`config.mk`:
```
export PLATFORM = sky130hd
export DESIGN_NAME = fir_mac_ctrl
export DESIGN_NICKNAME = d
export VERILOG_FILES = /design/src/rtl/fir_mac_ctrl.sv
export SDC_FILE = /design/constraint.sdc
export NUM_CORES = 2
export LEC_CHECK = 0
export CAP_MARGIN = 20
export CORE_MARGIN = 1.5
export CORE_UTILIZATION = 55
export DETAILED_ROUTE_END_ITERATION = 6
export HOLD_SLACK_MARGIN = 0.1
export PLACE_DENSITY = 0.79
export SYNTH_ARGS = -nofsm -noshare
export SYNTH_HDL_FRONTEND = slang
export SYNTH_SLANG_ARGS = --single-unit
```
`constraint.sdc`:
```
create_clock -name clk -period 6.05 [get_ports clk]
set_clock_uncertainty 0.15 [all_clocks]
set_input_delay 0.9075 -clock clk [delete_from_list [all_inputs] [get_ports clk]]
set_output_delay 0.9075 -clock clk [all_outputs]
set_load 0.05 [all_outputs]
```
`src/rtl/fir_mac_ctrl.sv`:
```
// Stereo FIR multiply-accumulate controller: steps the coefficient ROM over one
// readout burst and emits a Q1.15 result per channel. Define FIR_SAT_EN for saturating output.
module fir_mac_ctrl #(
    parameter int TAPS = 1021,
    parameter int AW   = 10
) (
    input  logic                 clk,
    input  logic                 rst_n,
    input  logic                 sequencing,
    input  logic signed [15:0]   lft_in,
    input  logic signed [15:0]   rght_in,
    input  logic signed [15:0]   coeff,
    output logic        [AW-1:0] coeff_addr,
    output logic signed [15:0]   lft_out,
    output logic signed [15:0]   rght_out,
    output logic                 valid,
    output logic                 err
);

    localparam int DATA_W = 16;
    localparam int COEF_W = 16;
    localparam int ACC_W  = DATA_W + COEF_W;
    // One spare count bit so an over-long burst can never alias back onto TAPS
    localparam int CW     = AW + 1;

    localparam logic [AW-1:0] LAST_ADDR = AW'(TAPS - 1);
    localparam logic [CW-1:0] TAPS_CNT  = CW'(TAPS);
    localparam logic [CW-1:0] CNT_MAX   = CW'(TAPS + 1);

    typedef enum logic [1:0] {
        IDLE  = 2'd0,
        ACC   = 2'd1,
        DRAIN = 2'd2,
        DONE  = 2'd3
    } state_t;

    state_t state, state_nxt;

    logic                    armed;
    logic                    acc_en;
    logic                    start;
    logic                    cnt_ok;
    logic        [CW-1:0]    tap_cnt;
    logic signed [ACC_W-1:0] acc_l, acc_r;
    logic signed [ACC_W-1:0] prod_l, prod_r;

    function automatic logic signed [DATA_W-1:0] to_out(input logic signed [ACC_W-1:0] a);
`ifdef FIR_SAT_EN
        if (a[ACC_W-1 -: 2] == 2'b01)
            return 16'sh7FFF;
        else if (a[ACC_W-1 -: 2] == 2'b10)
            return 16'sh8000;
        else
            return a[30:15];
`else
        return a[30:15];
`endif
    endfunction

    function automatic logic [AW-1:0] addr_inc(input logic [AW-1:0] a);
        return (a >= LAST_ADDR) ? LAST_ADDR : a + AW'(1);
    endfunction

    // A burst that was already running when reset lifted is skipped until sequencing drops
    assign start  = sequencing && armed && (state == IDLE || state == DONE);
    assign cnt_ok = (tap_cnt == TAPS_CNT);

    always_ff @(posedge clk or negedge rst_n) begin
        if (!rst_n)
            state <= IDLE;
        else
            state <= state_nxt;
    end

    always_comb begin
        state_nxt = state;
        case (state)
            IDLE:    if (start) state_nxt = ACC;
            ACC:     if (!sequencing) state_nxt = DRAIN;
            DRAIN:   state_nxt = cnt_ok ? DONE : IDLE;
            DONE:    state_nxt = start ? ACC : IDLE;
            default: state_nxt = IDLE;
        endcase
    end

    always_comb begin
        valid = (state == DONE);
        err   = (state == DRAIN) && !cnt_ok;
    end

    always_ff @(posedge clk or negedge rst_n) begin
        if (!rst_n) begin
            armed      <= 1'b0;
            acc_en     <= 1'b0;
            coeff_addr <= '0;
        end else begin
            if (!sequencing)
                armed <= 1'b1;
            acc_en <= sequencing;
            if (state == ACC && sequencing)
                coeff_addr <= addr_inc(coeff_addr);
            else if (start)
                coeff_addr <= addr_inc('0);
            else
                coeff_addr <= '0;
        end
    end

    // Stage: samples and ROM data arrive one cycle behind sequencing
    assign prod_l = ACC_W'(lft_in)  * ACC_W'(coeff);
    assign prod_r = ACC_W'(rght_in) * ACC_W'(coeff);

    always_ff @(posedge clk or negedge rst_n) begin
        if (!rst_n) begin
            acc_l   <= '0;
            acc_r   <= '0;
            tap_cnt <= '0;
        end else if (start) begin
            acc_l   <= '0;
            acc_r   <= '0;
            tap_cnt <= '0;
        end else if (acc_en) begin
            acc_l   <= acc_l + prod_l;
            acc_r   <= acc_r + prod_r;
            if (tap_cnt < CNT_MAX)
                tap_cnt <= tap_cnt + CW'(1);
        end
    end

    // Stage: results latch only on a complete burst, so an errored burst leaves them intact
    always_ff @(posedge clk or negedge rst_n) begin
        if (!rst_n) begin
            lft_out  <= '0;
            rght_out <= '0;
        end else if (state == DRAIN && cnt_ok) begin
            lft_out  <= to_out(acc_l);
            rght_out <= to_out(acc_r);
        end
    end

endmodule
```
* After elaboration in Yosys (flattened, before gate mapping) *
Cells that the tools add are included.

word-level totals
  register bits after elaboration = 121
  logic and storage cells = 50
  output and inout bits = 44
  bits of input ports = 51

cells by class
  $mul = 2
  add/sub/neg operators = 4
  muxes and demuxes = 15
  eq/ne operators = 6
  order comparisons = 2
  reductions and logical operators = 12

operator list
  cell                     count
  $mux W32                 4
  $add A32 B32 Y32         2
  $mul A16 B16 Y32         2
  $mux W11                 3
  $mux W10                 2
  $add A11 B1 Y11 const B  1
  $eq A11 B10 Y1 const B   1
  $lt A11 B10 Y1 const B   1
  $add A10 B1 Y10 const B  1
  $ge A10 B10 Y1 const B   1
  $pmux W2 S4              1
  $mux W2                  3
  $logic_and A1 B1 Y1      5
  $eq A2 B2 Y1 const B     2
  $ne A2 B2 Y1 const B     2
  $reduce_and A2 Y1        2
  $reduce_bool A2 Y1       2
  $eq A2 B1 Y1 const B     1
  $logic_not A2 Y1         1
  $mux W1                  2
  $logic_not A1 Y1         1
  $logic_or A1 B1 Y1       1

* Longest topological paths before layout *
  word-level depth = 5
  depth in mapped cells = 24
  depth with buffers taken out = 23

* Worst setup path after synthesis *
OpenSTA, ideal clock, no wires.

  path kind = input to register
  from = in rght_in[15]
  to = reg acc_r[29]
  buffers on the path = 3
  library setup time = 0.123 ns
  slack = -1.116 ns
  stages on the path = 22
  arrival time = 6.893 ns
  path through = clkbuf_1 -> clkbuf_1 -> nand2_1 -> inv_1 -> fa_1 -> fa_1 -> fa_1 -> fa_1 -> fa_1 -> inv_1 -> fa_1 -> inv_1 -> ha_1 -> clkbuf_1 -> a21o_1 -> a21o_1 -> a21o_1 -> a21o_2 -> a221o_2 -> o31ai_2 -> xor2_1 -> a21oi_1

between the ends
  longest elaborated chain between the ends = 4

RTL lines
  item                  RTL line  source
  start, declared       11        input logic signed [15:0] rght_in,
  $mul A16 B16 Y32      111       assign prod_r = ACC_W'(rght_in) * ACC_W'(coeff);
  $add A32 B32 Y32      124       acc_r <= acc_r + prod_r;
  $mux W32              122       end else if (acc_en) begin
  $mux W32              118       end else if (start) begin
  end signal, assigned  124
  end, declared         44        logic signed [ACC_W-1:0] acc_l, acc_r;

Every way passes these cells. The select of a mux whose other input is x is not followed.
A chain may end at the register's enable or synchronous reset.

* Worst setup path after layout *
  from = in rght_in[9]
  to = reg acc_r[27]

The elaborated chain is that of the path after synthesis.

==> impl_summary.txt <==
----------------------------------------------------
[Run status]
  Status ... finished with violations
  Violations in the final reports ... setup timing

[STA]
  Shortest clock period the worst path allows after layout ... 6670 ps
  Final cycle utilization of the critical path ... 110%
  Highest clock rate ... around 150 MHz
  Hold_ws ... 249 ps
  Max-slew headroom at the worst pin ... 21.5%
  Final count of negative-setup-slack endpoints ... 24
  Number of pins exceeding their max-slew limit in the final report ... 0
  Final count of hold timing violations ... 0
  Transition time at the pin with the least slew margin ... 1180 ps
  Unrepaired setup endpoints after global routing ... yes
  Final setup margin ... -619 ps

[CTS]
  Number of buffers added by the clock tree synthesis step ... 17
  Clock transition at the registers of the reported paths ... approximately 70 ps
  Clk buf depth ... 2
  Clock tree from TritonCTS ... done
  Worst-Skew Late Latency ... 490 ps
  Total number of H-tree levels ... 4
  CTS sink count ... roughly 120
  Cell chosen for the clock root ... sky130_fd_sc_hd__clkbuf_16

[Worst setup path]
  Reg2reg setup slack ... between 150 and 200 ps
  Crit path max fanout ... 11
  Endpoint kind of the worst setup timing path ... register
  Worst setup path class ... in -> reg
  Crit path launch type ... input port
  Cell count of the worst reg-to-reg path ... 20
  Data required time of the critical path ... 6250 ps
  Worst Path Arrival ... 6870 ps

[Yosys]
  Share of synthesized registers carrying an async set or reset ... 100%
  Number of library cell types mapped by synthesis ... 62
  Number of synthesized flops with an enable pin ... 0
  Primary flip-flop cell chosen by synthesis mapping ... sky130_fd_sc_hd__dfrtp_1
  Syn_area_per_cell ... 9.55 sq um
  Gate count after technology mapping ... around 2,700
  Synthesized net count ... 3,542
  Sequential fraction of the synthesis area ... 11.5%
  Synthesized flop and latch total ... 119
  Cell area after synthesis ... 0.0260 sq mm
  YS warnings ... 0

[Cells and area]
  Share of layout cells above drive strength 1 ... 26.6%
  Fillers ... ~2,900
  Final instance area ... 0.0335 sq mm
  Relative area change from synthesis to final layout ... 28.7%
  Nets ... 3,977

[Routing]
  Number of nets with antenna violations after routing ... 0
  Number of search-and-repair iterations in the first detailed-routing pass ... 5
  Via count ... 20,900
  DR iter-0 viols ... 1,356
  Routed via count divided by cell count ... 5.52
  WL/cell ... 20.2 um
  Final wirelength ... 76,300 um
  Final routed DRC violation total ... 0

[Floorplanning]
  Starting density of the core ... 55.9%
  Die span in y ... 220 um
  Core footprint ... 0.0466 sq mm
  Total Die Area ... 0.0486 sq mm
  Number of core rows ... 79
  Die width ... ~220 um
  Ports placed on the boundary ... 95

[Global route]
  Vias in the first global route ... 23,100
  Antenna violations before repair ... 3
  Largest net degree at the start of global routing ... 77
  Total routing usage reported by global routing ... 31.7%
  Gr ovfl total ... 0
  Wire length of the first global-routing pass ... 118,000 um

[Place]
  Routability Congestion ... about 0.94
  Number of buffers added on ports ... 94
  Dpl cell area ... 0.0301 sq mm
  Hpwl dp ... 53,700 um

[Worst hold path]
  Class of the tightest hold or removal check ... in -> async

[Job]
  Number of max-cap violations ... 0

----------------------------------------------------
-- final cells by class --
cell class | instances | area, sq um | area share (%)
clock inverters | 14 | 153 | 0.456
flip-flops and latches | 119 | 2980 | 8.91
well taps | 607 | 759 | 2.27
multi-input cells | 1839 | 21700 | 64.8
inverters | 661 | 2480 | 7.42
diodes | 3 | 7.51 | 0.0224
clock buffers | 18 | 439 | 1.31
repair buffers | 520 | 4960 | 14.8
-- state kept, by name, summed over array words and instances, names as in the netlist --
name        cells
acc_l          31
acc_r          31
lft_out        16
rght_out       16
tap_cnt        11
coeff_addr     10
state           2
acc_en          1
armed           1
-- final timing paths --
kind,from,endpoint
setup / recovery,rght_in[9],acc_r[27]
hold / removal,rst_n,acc_r[4]
setup reg to reg,acc_r[15],acc_r[27]
hold reg to reg,rght_out[0],rght_out[0]
max in group asynchronous,rst_n,lft_out[1]
min in group clk,rght_out[0],rght_out[0]
-- repair_timing --
action                                  in CTS  in global routing
hold buffers                                 0                  0
setup buffers                               69                 51
cloned                                      13                  6
endpoints found under the hold margin        0                  0
pin swaps                                  167                164
resized for setup                          414                218
endpoints found under the setup margin      40                 35
-- per-stage QoR --
step                      cells  TNS, ps  utilization (%)  setup slack, ps
after floorplan            2723    -2820                -             -628
after global placement     3623   -38460             64.7            -1370
after detailed placement   3623   -42490             64.7            -1410
after CTS                  3735    -3700             69.4             -476
after global routing       3780   -12400             71.9             -784
final                      3781    -8450             71.9             -619
-- placed cells by master (no fill, tap or decap), drive strengths merged, types with 19 or more instances in the layout --
cell type	count
ha	198
mux2	29
clkbuf	31
dfrtp	119
nand2	283
xor2	28
clkdlybuf4s50	46
and2	234
mux2i	38
buf	444
nand3	26
a21o	22
inv	669
xnor2	61
nand2b	19
o21ai	35
fa	570
a21oi	56
nor2	118
-- routing by layer --
layer	routed length [um]	part of all wire, %	vias to the layer above	global-route usage, %
li1	-	-	8932	-
met1	27500	36	10700	38.3
met2	39000	51	934	54.9
met3	5570	7.3	294	5.58
met4	4160	5.5	0	15.4
met5	0	0	-	0
-- cells in the mapped netlist, types with 29 or more instances --
cell type                  number  area (sq um)
sky130_fd_sc_hd__inv_1        661          2480
sky130_fd_sc_hd__clkbuf_1     100           375
sky130_fd_sc_hd__and2_1       234          1460
sky130_fd_sc_hd__mux2i_1       38           380
sky130_fd_sc_hd__xnor2_1       61           534
sky130_fd_sc_hd__fa_1         570         11400
sky130_fd_sc_hd__nor2_1       118           443
sky130_fd_sc_hd__mux2_2        29           327
sky130_fd_sc_hd__nand2_1      283          1060
sky130_fd_sc_hd__dfrtp_1      119          2980
sky130_fd_sc_hd__ha_1         198          2480
sky130_fd_sc_hd__a21oi_1       55           275
-- cell families (layout without fill, tap and decap cells) --
logic type	after synthesis	after routing	synth area share, %
multiplexers	67	67	2.72
XOR/XNOR	89	89	3.00
flip-flops	119	119	11.5
AO/OA/AOI/OAI	183	183	4.55
adder cells (fa/ha/maj)	768	768	53.4
buffers and inverters	765	1213	11.2
other	0	3	0
AND/OR/NAND/NOR	732	732	13.7
-- critical path: stages --
cell	delay, ps
sky130_fd_sc_hd__clkbuf_4	170
sky130_fd_sc_hd__buf_8	160
sky130_fd_sc_hd__and2_1	160
sky130_fd_sc_hd__fa_1	470
sky130_fd_sc_hd__inv_1	60
sky130_fd_sc_hd__fa_1	500
sky130_fd_sc_hd__fa_1	510
sky130_fd_sc_hd__inv_1	70
sky130_fd_sc_hd__fa_1	510
sky130_fd_sc_hd__fa_1	530
sky130_fd_sc_hd__inv_2	50
sky130_fd_sc_hd__fa_1	540
sky130_fd_sc_hd__inv_2	50
sky130_fd_sc_hd__ha_4	220
sky130_fd_sc_hd__a21o_4	240
sky130_fd_sc_hd__a21oi_4	190
sky130_fd_sc_hd__o21a_2	180
sky130_fd_sc_hd__a21boi_2	80
sky130_fd_sc_hd__a221o_2	390
sky130_fd_sc_hd__a221o_2	390
sky130_fd_sc_hd__buf_6	130
sky130_fd_sc_hd__buf_6	120
sky130_fd_sc_hd__xnor2_4	160
sky130_fd_sc_hd__o21ai_1	70
Power is not shown: default switching activity piles up to over one toggle a cycle in this logic, so the estimate is an artifact.
